## src/rtl/int_fp_conv.sv

```systemverilog
// INT16 <-> FP16 converter, 3-stage valid/ready pipeline (unpack+LZC, shift, round+pack); 3-cycle latency, 1 word/cycle.
// Stalls propagate back stage by stage and bubbles collapse; define INT_FP_CONV_RNE_EN for round-to-nearest-even, else truncate.
module int_fp_conv (
    input  logic        clk,
    input  logic        rst,
    input  logic        mode,
    input  logic        in_valid,
    output logic        in_ready,
    input  logic [15:0] in_data,
    output logic        out_valid,
    input  logic        out_ready,
    output logic [15:0] out_data,
    output logic [2:0]  out_flags
);

    logic        s1_vld, s2_vld, s3_vld;
    logic        rdy1, rdy2, rdy3;

    assign rdy3      = !s3_vld || out_ready;
    assign rdy2      = !s2_vld || rdy3;
    assign rdy1      = !s1_vld || rdy2;
    assign in_ready  = rdy1 && !rst;
    assign out_valid = s3_vld;

    // S1: unpack. Both directions reduce to a significand plus a shift count.
    logic [15:0] i_mag;
    logic [4:0]  i_lz;
    logic [15:0] u_a;
    logic [4:0]  u_sh;
    logic        u_nan, u_inf, u_zero;

    always_comb begin
        i_mag = in_data[15] ? (~in_data + 16'd1) : in_data;
        i_lz  = 5'd16;
        for (int i = 0; i < 16; i++) begin
            if (i_mag[i]) i_lz = 5'(15 - i);
        end
        u_a    = i_mag;
        u_sh   = i_lz;
        u_nan  = 1'b0;
        u_inf  = 1'b0;
        u_zero = (in_data == 16'd0);
        if (mode) begin
            u_a    = {5'd0, in_data[14:10] != 5'd0, in_data[9:0]};
            u_sh   = (in_data[14:10] == 5'd0) ? 5'd1 : in_data[14:10];
            u_nan  = (in_data[14:10] == 5'd31) && (in_data[9:0] != 10'd0);
            u_inf  = (in_data[14:10] == 5'd31) && (in_data[9:0] == 10'd0);
            u_zero = 1'b0;
        end
    end

    logic        s1_mode, s1_sign, s1_nan, s1_inf, s1_zero;
    logic [15:0] s1_a;
    logic [4:0]  s1_sh;

    // S2: decode places the binary point at bit 26 of a wide left shift; encode normalises the magnitude.
    logic [41:0] d_wide;
    logic [15:0] e_norm;
    logic [15:0] n_int;
    logic        n_rnd, n_stk;
    logic [4:0]  n_exp;

    assign d_wide = {26'd0, s1_a} << ({1'b0, s1_sh} + 6'd1);
    assign e_norm = s1_a << s1_sh;

    always_comb begin
        n_int = {5'd0, e_norm[15:5]};
        n_rnd = e_norm[4];
        n_stk = |e_norm[3:0];
        n_exp = 5'd30 - s1_sh;
        if (s1_mode) begin
            n_int = d_wide[41:26];
            n_rnd = d_wide[25];
            n_stk = |d_wide[24:0];
            n_exp = 5'd0;
        end
    end

    logic        s2_mode, s2_sign, s2_nan, s2_inf, s2_zero, s2_rnd, s2_stk;
    logic [15:0] s2_int;
    logic [4:0]  s2_exp;

    // S3: round, saturate / renormalise, pack.
    logic        r_inc, r_inx;
    logic [16:0] r_sum;
    logic [4:0]  r_exp;
    logic [15:0] r_data;
    logic [2:0]  r_flags;

`ifdef INT_FP_CONV_RNE_EN
    assign r_inc = s2_rnd && (s2_stk || s2_int[0]);
`else
    assign r_inc = 1'b0;
`endif
    assign r_inx = s2_rnd || s2_stk;
    assign r_sum = {1'b0, s2_int} + {16'd0, r_inc};
    assign r_exp = s2_exp + {4'd0, r_sum[11]};

    always_comb begin
        r_data  = 16'd0;
        r_flags = 3'b000;
        if (s2_mode) begin
            if (s2_nan) begin
                r_flags = 3'b100;
            end else if (s2_inf) begin
                r_data  = s2_sign ? 16'h8000 : 16'h7FFF;
                r_flags = 3'b010;
            end else if (r_sum > (s2_sign ? 17'd32768 : 17'd32767)) begin
                r_data  = s2_sign ? 16'h8000 : 16'h7FFF;
                r_flags = {2'b01, r_inx};
            end else begin
                r_data  = s2_sign ? (16'd0 - r_sum[15:0]) : r_sum[15:0];
                r_flags = {2'b00, r_inx};
            end
        end else if (!s2_zero) begin
            r_data  = {s2_sign, r_exp, r_sum[9:0]};
            r_flags = {2'b00, r_inx};
        end
    end

    always_ff @(posedge clk) begin
        if (rst) begin
            s1_vld    <= 1'b0;
            s2_vld    <= 1'b0;
            s3_vld    <= 1'b0;
            out_data  <= 16'd0;
            out_flags <= 3'b000;
        end else begin
            if (rdy1) s1_vld <= in_valid;
            if (rdy2) s2_vld <= s1_vld;
            if (rdy3) s3_vld <= s2_vld;
            if (rdy3 && s2_vld) begin
                out_data  <= r_data;
                out_flags <= r_flags;
            end
        end
    end

    always_ff @(posedge clk) begin
        if (rdy1 && in_valid) begin
            s1_mode <= mode;
            s1_sign <= in_data[15];
            s1_a    <= u_a;
            s1_sh   <= u_sh;
            s1_nan  <= u_nan;
            s1_inf  <= u_inf;
            s1_zero <= u_zero;
        end
        if (rdy2 && s1_vld) begin
            s2_mode <= s1_mode;
            s2_sign <= s1_sign;
            s2_nan  <= s1_nan;
            s2_inf  <= s1_inf;
            s2_zero <= s1_zero;
            s2_int  <= n_int;
            s2_rnd  <= n_rnd;
            s2_stk  <= n_stk;
            s2_exp  <= n_exp;
        end
    end

endmodule

```

## config.mk

```make
export PLATFORM = sky130hd
export DESIGN_NAME = int_fp_conv
export DESIGN_NICKNAME = d
export VERILOG_FILES = /design/src/rtl/int_fp_conv.sv
export SDC_FILE = /design/constraint.sdc
export NUM_CORES = 1
export LEC_CHECK = 0
export ABC_AREA = 1
export CAP_MARGIN = 20
export CORE_MARGIN = 4
export CORE_UTILIZATION = 40
export DETAILED_ROUTE_END_ITERATION = 12
export PLACE_DENSITY = 0.7
export REMOVE_ABC_BUFFERS = 1
export SLEW_MARGIN = 10
export SYNTH_ARGS = -nofsm -noshare
export SYNTH_HDL_FRONTEND = slang
export SYNTH_SLANG_ARGS = --single-unit
```

## constraint.sdc

```tcl
create_clock -name clk -period 2.5 [get_ports clk]
set_input_delay 0.375 -clock clk [delete_from_list [all_inputs] [get_ports clk]]
set_output_delay 0.375 -clock clk [all_outputs]
set_load 0.02 [all_outputs]
```

==> results of run 1 <==
==> what timing repair did <==
action,4_1_cts,5_1_grt
gates resized for setup,0,56
buffers inserted,0,13
endpoints found under the setup margin,0,15
==> cell usage in the layout (no fill, tap or decap), drive strengths merged, types with 5 or more instances in the layout <==
cell type,instances
ha,22
xnor2,5
and2,5
clkbuf,12
inv,96
xor2,14
o21ai,99
clkdlybuf4s50,41
a21oi,68
nand2,258
nand4,13
dfxtp,22
nor2,84
clkinv,5
a31oi,5
nand3,60
edfxtp,54
a221oi,6
nor3,10
o22ai,5
buf,56
==> cells in the mapped netlist, types with 6 or more instances <==
library cell,count,area [sq um]
nand3_1,59,295.3
inv_1,87,326.6
nor3_1,10,50.05
a221oi_1,6,52.55
edfxtp_1,54,1622
a21oi_1,68,340.3
o21ai_0,87,435.4
dfxtp_1,22,440.4
o21ai_1,12,60.06
nand2_1,256,960.9
clkbuf_1,15,56.30
xor2_1,12,105.1
buf_2,14,70.07
nor2_1,81,304.0
inv_2,7,26.28
nand4_1,12,75.07
ha_1,22,275.3
==> metal layers <==
layer	wire, um	share of wire (%)	GRT usage, %	vias to the layer above
li1	-	-	-	3094
met3	680	4.3	3.193	40
met2	7638	49	32.32	170
met1	6888	44	23.09	2681
met4	437	2.8	6.540	0
met5	0	0	0	-
==> flip-flops by register name (all words and copies together), names as in the netlist <==
register   cells
out_flags      3
s2_vld         1
s2_mode        1
s2_zero        1
s2_inf         1
s2_rnd         1
out_data      16
s2_sign        1
s2_stk         1
s1_inf         1
out_valid      1
s2_int        16
s1_vld         1
s1_sh          5
s1_mode        1
s2_exp         5
s1_sign        1
s2_nan         1
s1_a          16
s1_zero        1
s1_nan         1
==> path summary, 6_finish.rpt <==
path / start / end / slack [ns] / depth (start not counted)
setup / recovery: s1_sh[0] / s2_stk / 0.03 / 19
hold / removal: s1_zero / s2_zero / 0.42 / 0
setup reg to reg: s1_sh[0] / s2_stk / 0.03 / 19
hold reg to reg: s1_zero / s2_zero / 0.42 / 0
==> cell type report <==
class / instances / area (sq um) / area share, %
multi-input combinational: 675 / 3505 / 47.49
inverter: 97 / 371.6 / 5.036
tap: 184 / 230.2 / 3.120
timing repair buffer: 97 / 907.1 / 12.29
clock inverter: 4 / 25.02 / 0.3391
sequential: 76 / 2062 / 27.94
clock buffer: 12 / 279.0 / 3.781
==> worst max-delay path: cells and delay by family (launching register included) <==
family / cells / cell delay, ns
flip-flops: 1 / 0.46
buffers and inverters: 4 / 0.41
adder cells (fa/ha/maj): 1 / 0.20
AND/OR/NAND/NOR: 14 / 1.14
==> cells by family after synthesis <==
logic type / Yosys count / share of synthesized area, %
buf+inv: 134 / 9.228
xor+xnor: 19 / 3.041
fa+ha+maj: 22 / 4.614
compound gates: 197 / 17.87
flops: 76 / 34.56
simple gates: 436 / 30.52
mux: 1 / 0.1678
==> through the flow <==
| step | hold WS (ns) | std cells | setup TNS [ns] | setup WS, ns |
|---|---|---|---|---|
| floorplan | 0.4003 | 848 | -1.221 | -0.2741 |
| CTS | 0.4181 | 1132 | 0 | 0.1126 |
| detailed placement | 0.4045 | 1116 | -0.2336 | -0.1032 |
| global route | 0.4242 | 1145 | -0.1988 | -0.1384 |
| finish | 0.4177 | 1145 | 0 | 0.02890 |
| global placement | 0.4042 | 1116 | -0.1058 | -0.06857 |
==> power by group through the flow <==
| stage | Combinational, uW | Clock [uW] | Sequential, uW |
|---|---|---|---|
| detailed placement | 1080 | 0 | 1510 |
| CTS | 1080 | 1320 | 1480 |
| floorplan | 662 | 0 | 1530 |
| global route | 1360 | 1380 | 1490 |
| global placement | 1080 | 0 | 1510 |
| finish | 1230 | 1300 | 1480 |
==> flow_metrics.tcl, run 1 <==
set metrics [dict create \
    synth_edf_count 54 \
    numCtsBuffers 9 \
    min_period_over_period_pct 98.84 \
    p_comb_share_pct 30.6 \
    grt_pass1_vias 5321 \
    core_area_sq_um 14590 \
    syn-cell-area_sq_um 5966 \
    crit_top_cell "nand2_1" \
    maxCapViolCount 0 \
    final_util_pct 50.58 \
    die_area_sq_um 16930 \
    ctsLongestPathBuffers 2 \
    slew_headroom_pct 63.57 \
    fin_crit_ns 2.471 \
    cts_max_level 3 \
    post-route-cell-area_sq_um 7380 \
    syn_area_per_cell_sq_um 6.741 \
    p_per_area_nw_per_um2 543.3 \
    internal_power_uw 2697 \
    required_ns 2.60 \
    hold_class "reg -> reg" \
    placed_area_sq_um 6783 \
    nFillCells 1415 \
    post_drt_wl_per_cell_um 13.66 \
    holdBufCountCts 0 \
    syn_inst 885 \
    cp_slowest_cell "edfxtp_1" \
    ys_ff_latch 76 \
    fp.dieW_um 130.1 \
    drt_iter0_markers 438 \
    antenna_found_initial 0 \
    port_buffers 41 \
    start_util_pct 40.89 \
    skew_ns 0.006290 \
    die_h_um 130.1 \
    cp-start-kind "register" \
    clockRootBuffer "clkbuf_16" \
    p_leak_uw 0.003329 \
    cp-end-kind "register" \
    grt_overflow 0 \
    cts_tree "built" \
    place_hpwl_um 12090 \
    crit_type "reg -> reg" \
    ys.flop_type "edfxtp_1" \
    max-vdd-ir-drop_mv 0.3441 \
    routabilityCongestion 0.9730 \
    vias 5985 \
    area.growth.synth_to_final_pct 23.70 \
    hold_viol 0 \
    fmax_mhz 404.7 \
    seq_area_frac_synth_pct 34.56 \
    rows 44 \
    io_pins 42 \
    worst_pin_slew_ns 0.5458 \
    grt_max_degree 31 \
    slowest_delay_ns 0.46 \
    n_antenna_cell 0 \
    ys_async_sr_fraction_pct 0 \
    drc_errors 0 \
    power.switching_uw 1312 \
    power_frac_seq_pct 37.0 \
    grt_pass1_wl_um 25230 \
    crit_chain "ha_4, nand2_2, inv_2, nor2_4, clkinv_4, buf_12, buf_6, nand2_4, nand2_4, nand2_2, nand2_2, nor2_1, nand2_1, nor2_1, nand2_1, nand2_1, nand2_1, nand2_1, nand2_2" \
    rsz0062_at_grt "yes" \
    clock_power_share_pct 32.4 \
    synth_cell_types 46 \
    crit_arrival_ns 2.57 \
    finalSetupViolations 0 \
    cts_sinks 76 \
    track_usage_pct 18.55 \
    wl_um 15650 \
    p_sw_share_pct 32.74 \
    drive_above_1_share_pct 13.42 \
    fin_total_pwr_uw 4009 \
    critPathMaxFanout 7 \
    ys_warn_count 0 \
    drt_first_pass_iters 5 \
    outcome "completed" \
    cts.clk_slew.worst_paths_ns 0.06 \
    ant_nets 0 \
    clk_latency_ns 0.34 \
    layout.nets 999 \
    vias_per_cell 5.227 \
    slew_violations 0 \
]
No activity file was read; power rests on OpenSTA's default activity.
==> run 2: changes to the inputs <==
MAX_ROUTING_LAYER = met4   (was default)
==> run 2 against run 1 <==
  * Combinational power is 11% lower
  * Non-clock buffer count is 9 lower
  * Via count is 0.47% lower
  * Global-route usage is 0.35 points higher
  * First-iteration DRC count is 0.91% lower
  * Wire length is 3.1% lower
  * Clock-buffer cell count is 3 lower
  * Register-to-register slack better by 0.08 ns
  * Sequential share of layout area is 1.0 points higher
  * Cell area is 3.5% lower
  * Die area stayed put
==> flow_metrics.tcl, run 2 (synthesis results as in run 1) <==
set metrics [dict create \
    outcome "completed" \
    clock_power_share_pct 33.9 \
    grt_pass1_vias 5365 \
    cts_max_level 3 \
    crit_type "reg -> reg" \
    place_hpwl_um 12160 \
    cp-end-kind "register" \
    io_pins 42 \
    port_buffers 41 \
    post-route-cell-area_sq_um 7122 \
    worstReg2RegEnd "s2_stk" \
    hold_slack_ns 0.4207 \
    internal_power_uw 2626 \
    fin_crit_ns 2.388 \
    grt_pass1_wl_um 24880 \
    cts_tree "built" \
    fp.dieW_um 130.1 \
    crit_end "s2_stk" \
    rsz0062_at_grt "yes" \
    cp-start-kind "register" \
    required_ns 2.59 \
    start_util_pct 40.89 \
    r2r_start "s1_sh[0]" \
    skew_ns 0.009528 \
    grt_max_degree 31 \
    drt_iter0_markers 434 \
    wl_um 15170 \
    p_per_area_nw_per_um2 548.6 \
    worst_pin_slew_ns 0.5415 \
    routabilityCongestion 1.024 \
    drc_errors 0 \
    ant_nets 0 \
    hold_viol 0 \
    min_period_over_period_pct 95.53 \
    post_drt_wl_per_cell_um 13.35 \
    power.switching_uw 1280 \
    p_comb_share_pct 28.2 \
    drt_first_pass_iters 5 \
    numCtsBuffers 9 \
    slew_headroom_pct 63.86 \
    die_area_sq_um 16930 \
    maxCapViolCount 0 \
    core_area_sq_um 14590 \
    final_util_pct 48.82 \
    holdBufCountCts 0 \
    regToRegSetupSlack_ns 0.11 \
    drive_above_1_share_pct 9.139 \
    clk_latency_ns 0.34 \
    crit_arrival_ns 2.48 \
    vias_per_cell 5.244 \
    final_common_cell "nand2_1" \
    power_frac_seq_pct 38.0 \
    dp.cells 1119 \
    placed_area_sq_um 6780 \
    slew_violations 0 \
    track_usage_pct 18.90 \
    finalSetupViolations 0 \
    grt_overflow 0 \
    vias 5957 \
    hold_class "reg -> reg" \
    cts_sinks 76 \
    crit_start "s1_sh[0]" \
    crit_top_cell "nand2_1" \
    top_regs "out_data (16), s1_a (16), s2_int (16)" \
    clockRootBuffer "clkbuf_16" \
    fmax_mhz 418.7 \
    area.growth.synth_to_final_pct 19.38 \
    n_antenna_cell 0 \
    worstRegToRegCells 14 \
    fin_cells 1136 \
    final_cell_mix "255 x nand2_1, 86 x inv_1, 86 x o21ai_0, 81 x nor2_1, 67 x a21oi_1" \
    p_leak_uw 0.003232 \
    critPathMaxFanout 8 \
    p_sw_share_pct 32.77 \
    ctsLongestPathBuffers 2 \
    layout.nets 990 \
    die_h_um 130.1 \
    max-vdd-ir-drop_mv 0.3400 \
    cp_slowest_cell "edfxtp_1" \
    rows 44 \
    cts.clk_slew.worst_paths_ns 0.06 \
    antenna_found_initial 0 \
    finalSetupTns_ns 0 \
    slowest_delay_ns 0.42 \
    crit_chain "ha_1, inv_2, buf_4, nand2_1, nand3_1, nand2_1, o21ai_1, nand3_1, nor2_1, nand2_1, nand2_1, nand2_1, nand2_1, nand2_1" \
]
-- run 2: cell types whose count changed in the layout (fill, tap and decap cells not counted), sizes merged --
cell,change
clkinv,-1
inv,+2
buf,-9
clkbuf,-3
bufinv,+1
clkinvlp,+1
-- run 2: what timing repair did --
action,in CTS,in global routing
endpoints found under the setup margin,0,17
resized for setup,0,10
setup buffers,0,1
-- run 2: critical path, delay by kind of cell, from the launching register on --
| family | cells | cell delay, ns |
|---|---|---|
| AO/OA/AOI/OAI | 1 | 0.18 |
| buffers and inverters | 2 | 0.32 |
| adder cells (fa/ha/maj) | 1 | 0.39 |
| AND/OR/NAND/NOR | 10 | 0.82 |
| flip-flops | 1 | 0.42 |
-- run 2: power groups by stage --
stage          sequential, uW  clock, uW  combinational (uW)
6_report                 1480       1320                1100
5_1_grt                  1490       1410                1230
2_1_floorplan            1530          0                 662
3_5_place_dp             1510          0                1070
3_3_place_gp             1510          0                1070
4_1_cts                  1480       1360                1080
-- run 2: layout make-up --
cell class,count,area [sq um]
clock inverter,7,83.83
inverter,97,369.1
clock buffer,9,225.2
fill,1458,7467
timing repair buffer,88,787.0
multi-input combinational,675,3364
sequential,76,2062
tap,184,230.2
-- run 2: through the flow --
stage,total power (uW),worst slack [ns]
2_1_floorplan,2193,-0.2741
3_3_place_gp,2581,-0.07341
3_5_place_dp,2582,-0.07631
4_1_cts,3916,0.04042
5_1_grt,4132,-0.03522
6_report,3907,0.1116
-- run 2: worst min path at each step --
stage	end	cells after the start	from	slack (ns)
after global routing	s2_sign	0	s1_sign	0.43
final	s2_sign	0	s1_sign	0.42
after detailed placement	s2_sign	0	s1_sign	0.41
after floorplan	s2_inf	0	s1_inf	0.40
after global placement	s2_nan	0	s1_nan	0.40
after CTS	s2_sign	0	s1_sign	0.42
-- run 2: metal layers --
metal	routed length, um	track usage, %	part of all wire, %	up-vias
li1	-	-	-	3097
met1	6668	22.21	44	2622
met2	7188	32.05	47	192
met3	717	3.152	4.7	46
met4	591	7.824	3.9	0
met5	0	-	0	-
==> run 3: changes to the inputs <==
ABC_AREA = default   (was 1)
GPL_TIMING_DRIVEN = 0   (was default)
==> run 3 against run 2 <==
  * The run now ends with negative setup slack left
  * Sequential power up 7%
  * Combinational power increased by 55%
  * Clock skew is 0.0047 ns higher
  * Register-to-register slack worse by 0.64 ns
  * Fmax is 21% lower
  * Worst hold slack got worse by 0.18 ns
  * Global-route usage rose by 0.55 points
  * Sequential share of layout area shrank 2.9 points
  * Largest cell class unchanged
  * Largest power group is now combinational logic
==> flow_metrics.tcl, run 3 <==
set metrics [dict create \
    cp_slowest_cell "edfxtp_1" \
    multi_input_area_sq_um 4345 \
    synth_mux_area_share_pct 8.284 \
    synth_top_family_by_area "simple AND/OR/NAND/NOR gates" \
    cts_tree "built" \
    synth_compound_area_share_pct 22.63 \
    maxCapViolCount 0 \
    layout.nets 847 \
    synthSimpleGateAreaFrac_pct 22.86 \
    synth.area.top_cells "edfxtp_1 26%, dfxtp_1 7.2%, nor2_1 6.0%" \
    wl_um 17160 \
    die_area_sq_um 17410 \
    placed_area_sq_um 6675 \
    worstReg2RegEnd "out_data[8]" \
    final_cell_mix "95 x nor2_1, 72 x nand2_1, 54 x edfxtp_1, 52 x a21oi_1" \
    drive_above_1_share_pct 22.62 \
    nFillCells 1341 \
    yosysMostFrequentCell "nor2_1" \
    synth.largest_area_cell "edfxtp_1" \
    fin_crit_ns 3.029 \
    r2r_start "s2_sign" \
    crit_top_cell "a211o_1" \
    synthXorXnorAreaFrac_pct 3.562 \
    grt_pass1_wl_um 27500 \
    syn-cell-area_sq_um 6147 \
    fin_total_pwr_uw 4522 \
    crit_type "reg -> reg" \
    cp-start-kind "register" \
    holdBufCountCts 0 \
    cts.clk_slew.worst_paths_ns 0.06 \
    violations "negative setup slack" \
    yosysTopAreaCellShare_pct 26.38 \
    drt_first_pass_iters 5 \
    slowest_delay_ns 0.51 \
    start_util_pct 40.59 \
    hold_slack_ns 0.2415 \
    final_util_pct 52.27 \
    cts_sinks 76 \
    track_usage_pct 19.45 \
    required_ns 2.75 \
    hold_viol 0 \
    grt_pass1_vias 5543 \
    finalSetupTns_ns -7.093 \
    setup_slack_ns -0.5293 \
    skew_ns 0.01422 \
    regToRegSetupSlack_ns -0.53 \
    cp_num_buf_inv 2 \
    synthAdderAreaFrac_pct 4.478 \
    cts_max_level 3 \
    drc_errors 0 \
    outcome "finished, violations left" \
    max-vdd-ir-drop_mv 0.3609 \
    clk_latency_ns 0.34 \
    yosys-top-cells-count "98 x nor2_1, 73 x nand2_1, 58 x a21oi_1, 54 x edfxtp_1, 53 x o21ai_0" \
    crit_chain "buf_12, ha_4, a21oi_2, o21ai_1, a211o_1, a211o_1, o21a_4, or3_4, buf_6, or3b_1, a311oi_2" \
    rows 45 \
    worstRegToRegCells 11 \
    min_period_over_period_pct 121.2 \
    crit_start "s2_sign" \
    syn_inst 746 \
    rsz0062_at_grt "yes" \
    top_regs "out_data (16), s1_a (16), s2_int (16)" \
    slew_headroom_pct 31.23 \
    vias 5960 \
    p_per_area_nw_per_um2 571.3 \
    antenna_found_initial 0 \
    grt_overflow 0 \
    core_area_sq_um 15150 \
    seqCellArea_sq_um 2062 \
    die_h_um 132.0 \
    ys_async_sr_fraction_pct 0 \
    io_pins 42 \
    worst_pin_slew_ns 1.029 \
    worst-path-stages 11 \
    syn_area_per_cell_sq_um 8.240 \
    crit_arrival_ns 3.28 \
    n_antenna_cell 0 \
    p_leak_uw 0.002790 \
    seq_area_frac_synth_pct 33.54 \
    drt_iter0_markers 551 \
    critPathMaxFanout 8 \
    grt_max_degree 38 \
    finalSetupViolations 18 \
    clockRootBuffer "clkbuf_16" \
    ys.flop_type "edfxtp_1" \
    synth_edf_count 54 \
    fmax_mhz 330.1 \
    numCtsBuffers 9 \
    area.growth.synth_to_final_pct 28.78 \
    post_drt_wl_per_cell_um 17.21 \
    hold_class "in -> reg" \
    port_buffers 41 \
    ys_warn_count 0 \
    fp.dieW_um 132.0 \
    synth_cell_types 69 \
    ctsLongestPathBuffers 2 \
    post-route-cell-area_sq_um 7916 \
    ys_ff_latch 76 \
    final_common_cell "nor2_1" \
    vias_per_cell 5.978 \
    crit_end "out_data[8]" \
    routabilityCongestion 0.9539 \
    ant_nets 0 \
    slew_violations 0 \
    critPathTopFamily "compound AO/OA/AOI/OAI gates" \
    cp-end-kind "register" \
    place_hpwl_um 11640 \
]
-- run 3: changes by cell type after synthesis, sizes merged, moves of 12 or more --
cell / delta
nand2: -185
inv: -80
o21ai: -44
nand3: -38
mux2i: +24
mux2: +19
clkbuf: +18
nor2b: +15
nor2: +14
nand2b: +12
-- run 3: area by class of cell --
cell class,instances,area share [%]
clock buffer,11,3.208
clock inverter,5,0.4109
inverter,16,0.9325
multi-input combinational,603,54.89
sequential,76,26.05
tap,188,2.971
timing repair buffer,97,11.47
timing repair inverter,1,0.06322
-- run 3: worst min path at each step --
stage | to | cells after the start | start
6_report | s1_a[0] | 1 | in_data[0]
5_1_grt | s1_a[0] | 1 | in_data[0]
4_1_cts | s1_a[0] | 1 | in_data[0]
3_5_place_dp | s2_nan | 0 | s1_nan
3_3_place_gp | s2_nan | 0 | s1_nan
2_1_floorplan | s2_inf | 0 | s1_inf
-- run 3: logic make-up (layout without fill, tap and decap cells) --
| family | count (synthesis) | in the layout |
|---|---|---|
| mux | 46 | 46 |
| buf+inv | 67 | 130 |
| xor+xnor | 25 | 25 |
| flops | 76 | 76 |
| fa+ha+maj | 22 | 22 |
| compound gates | 218 | 218 |
| simple gates | 292 | 292 |
-- run 3: power by group --
| part | leakage, uW | switching (uW) | internal (uW) |
|---|---|---|---|
| Combinational | 0.00196 | 965 | 740 |
| Sequential | 0.000686 | 107 | 1470 |
| Clock | 0.000145 | 507 | 732 |
| Total | 0.00279 | 1580 | 2940 |
-- run 3: metal layers --
metal  up-vias  track usage [%]  wire length [um]
met3        56            2.786               959
met1      2765            23.23              7124
met5         -                -                 0
li1       2891                -                 -
met2       248            33.01              8491
met4         0            7.935               579
-- run 3: timing repair --
action | 4_1_cts | 5_1_grt
setup buffers | 32 | 17
endpoints found under the setup margin | 47 | 33
cloned | 1 | 0
resized for setup | 98 | 77
pin swaps | 24 | 25
-- run 3: through the flow --
step	worst slack (ns)	std cells
3_3_place_gp	-2.047	924
3_5_place_dp	-1.365	930
2_1_floorplan	-1.115	695
5_1_grt	-0.5827	997
6_report	-0.5293	997
4_1_cts	-0.5115	979
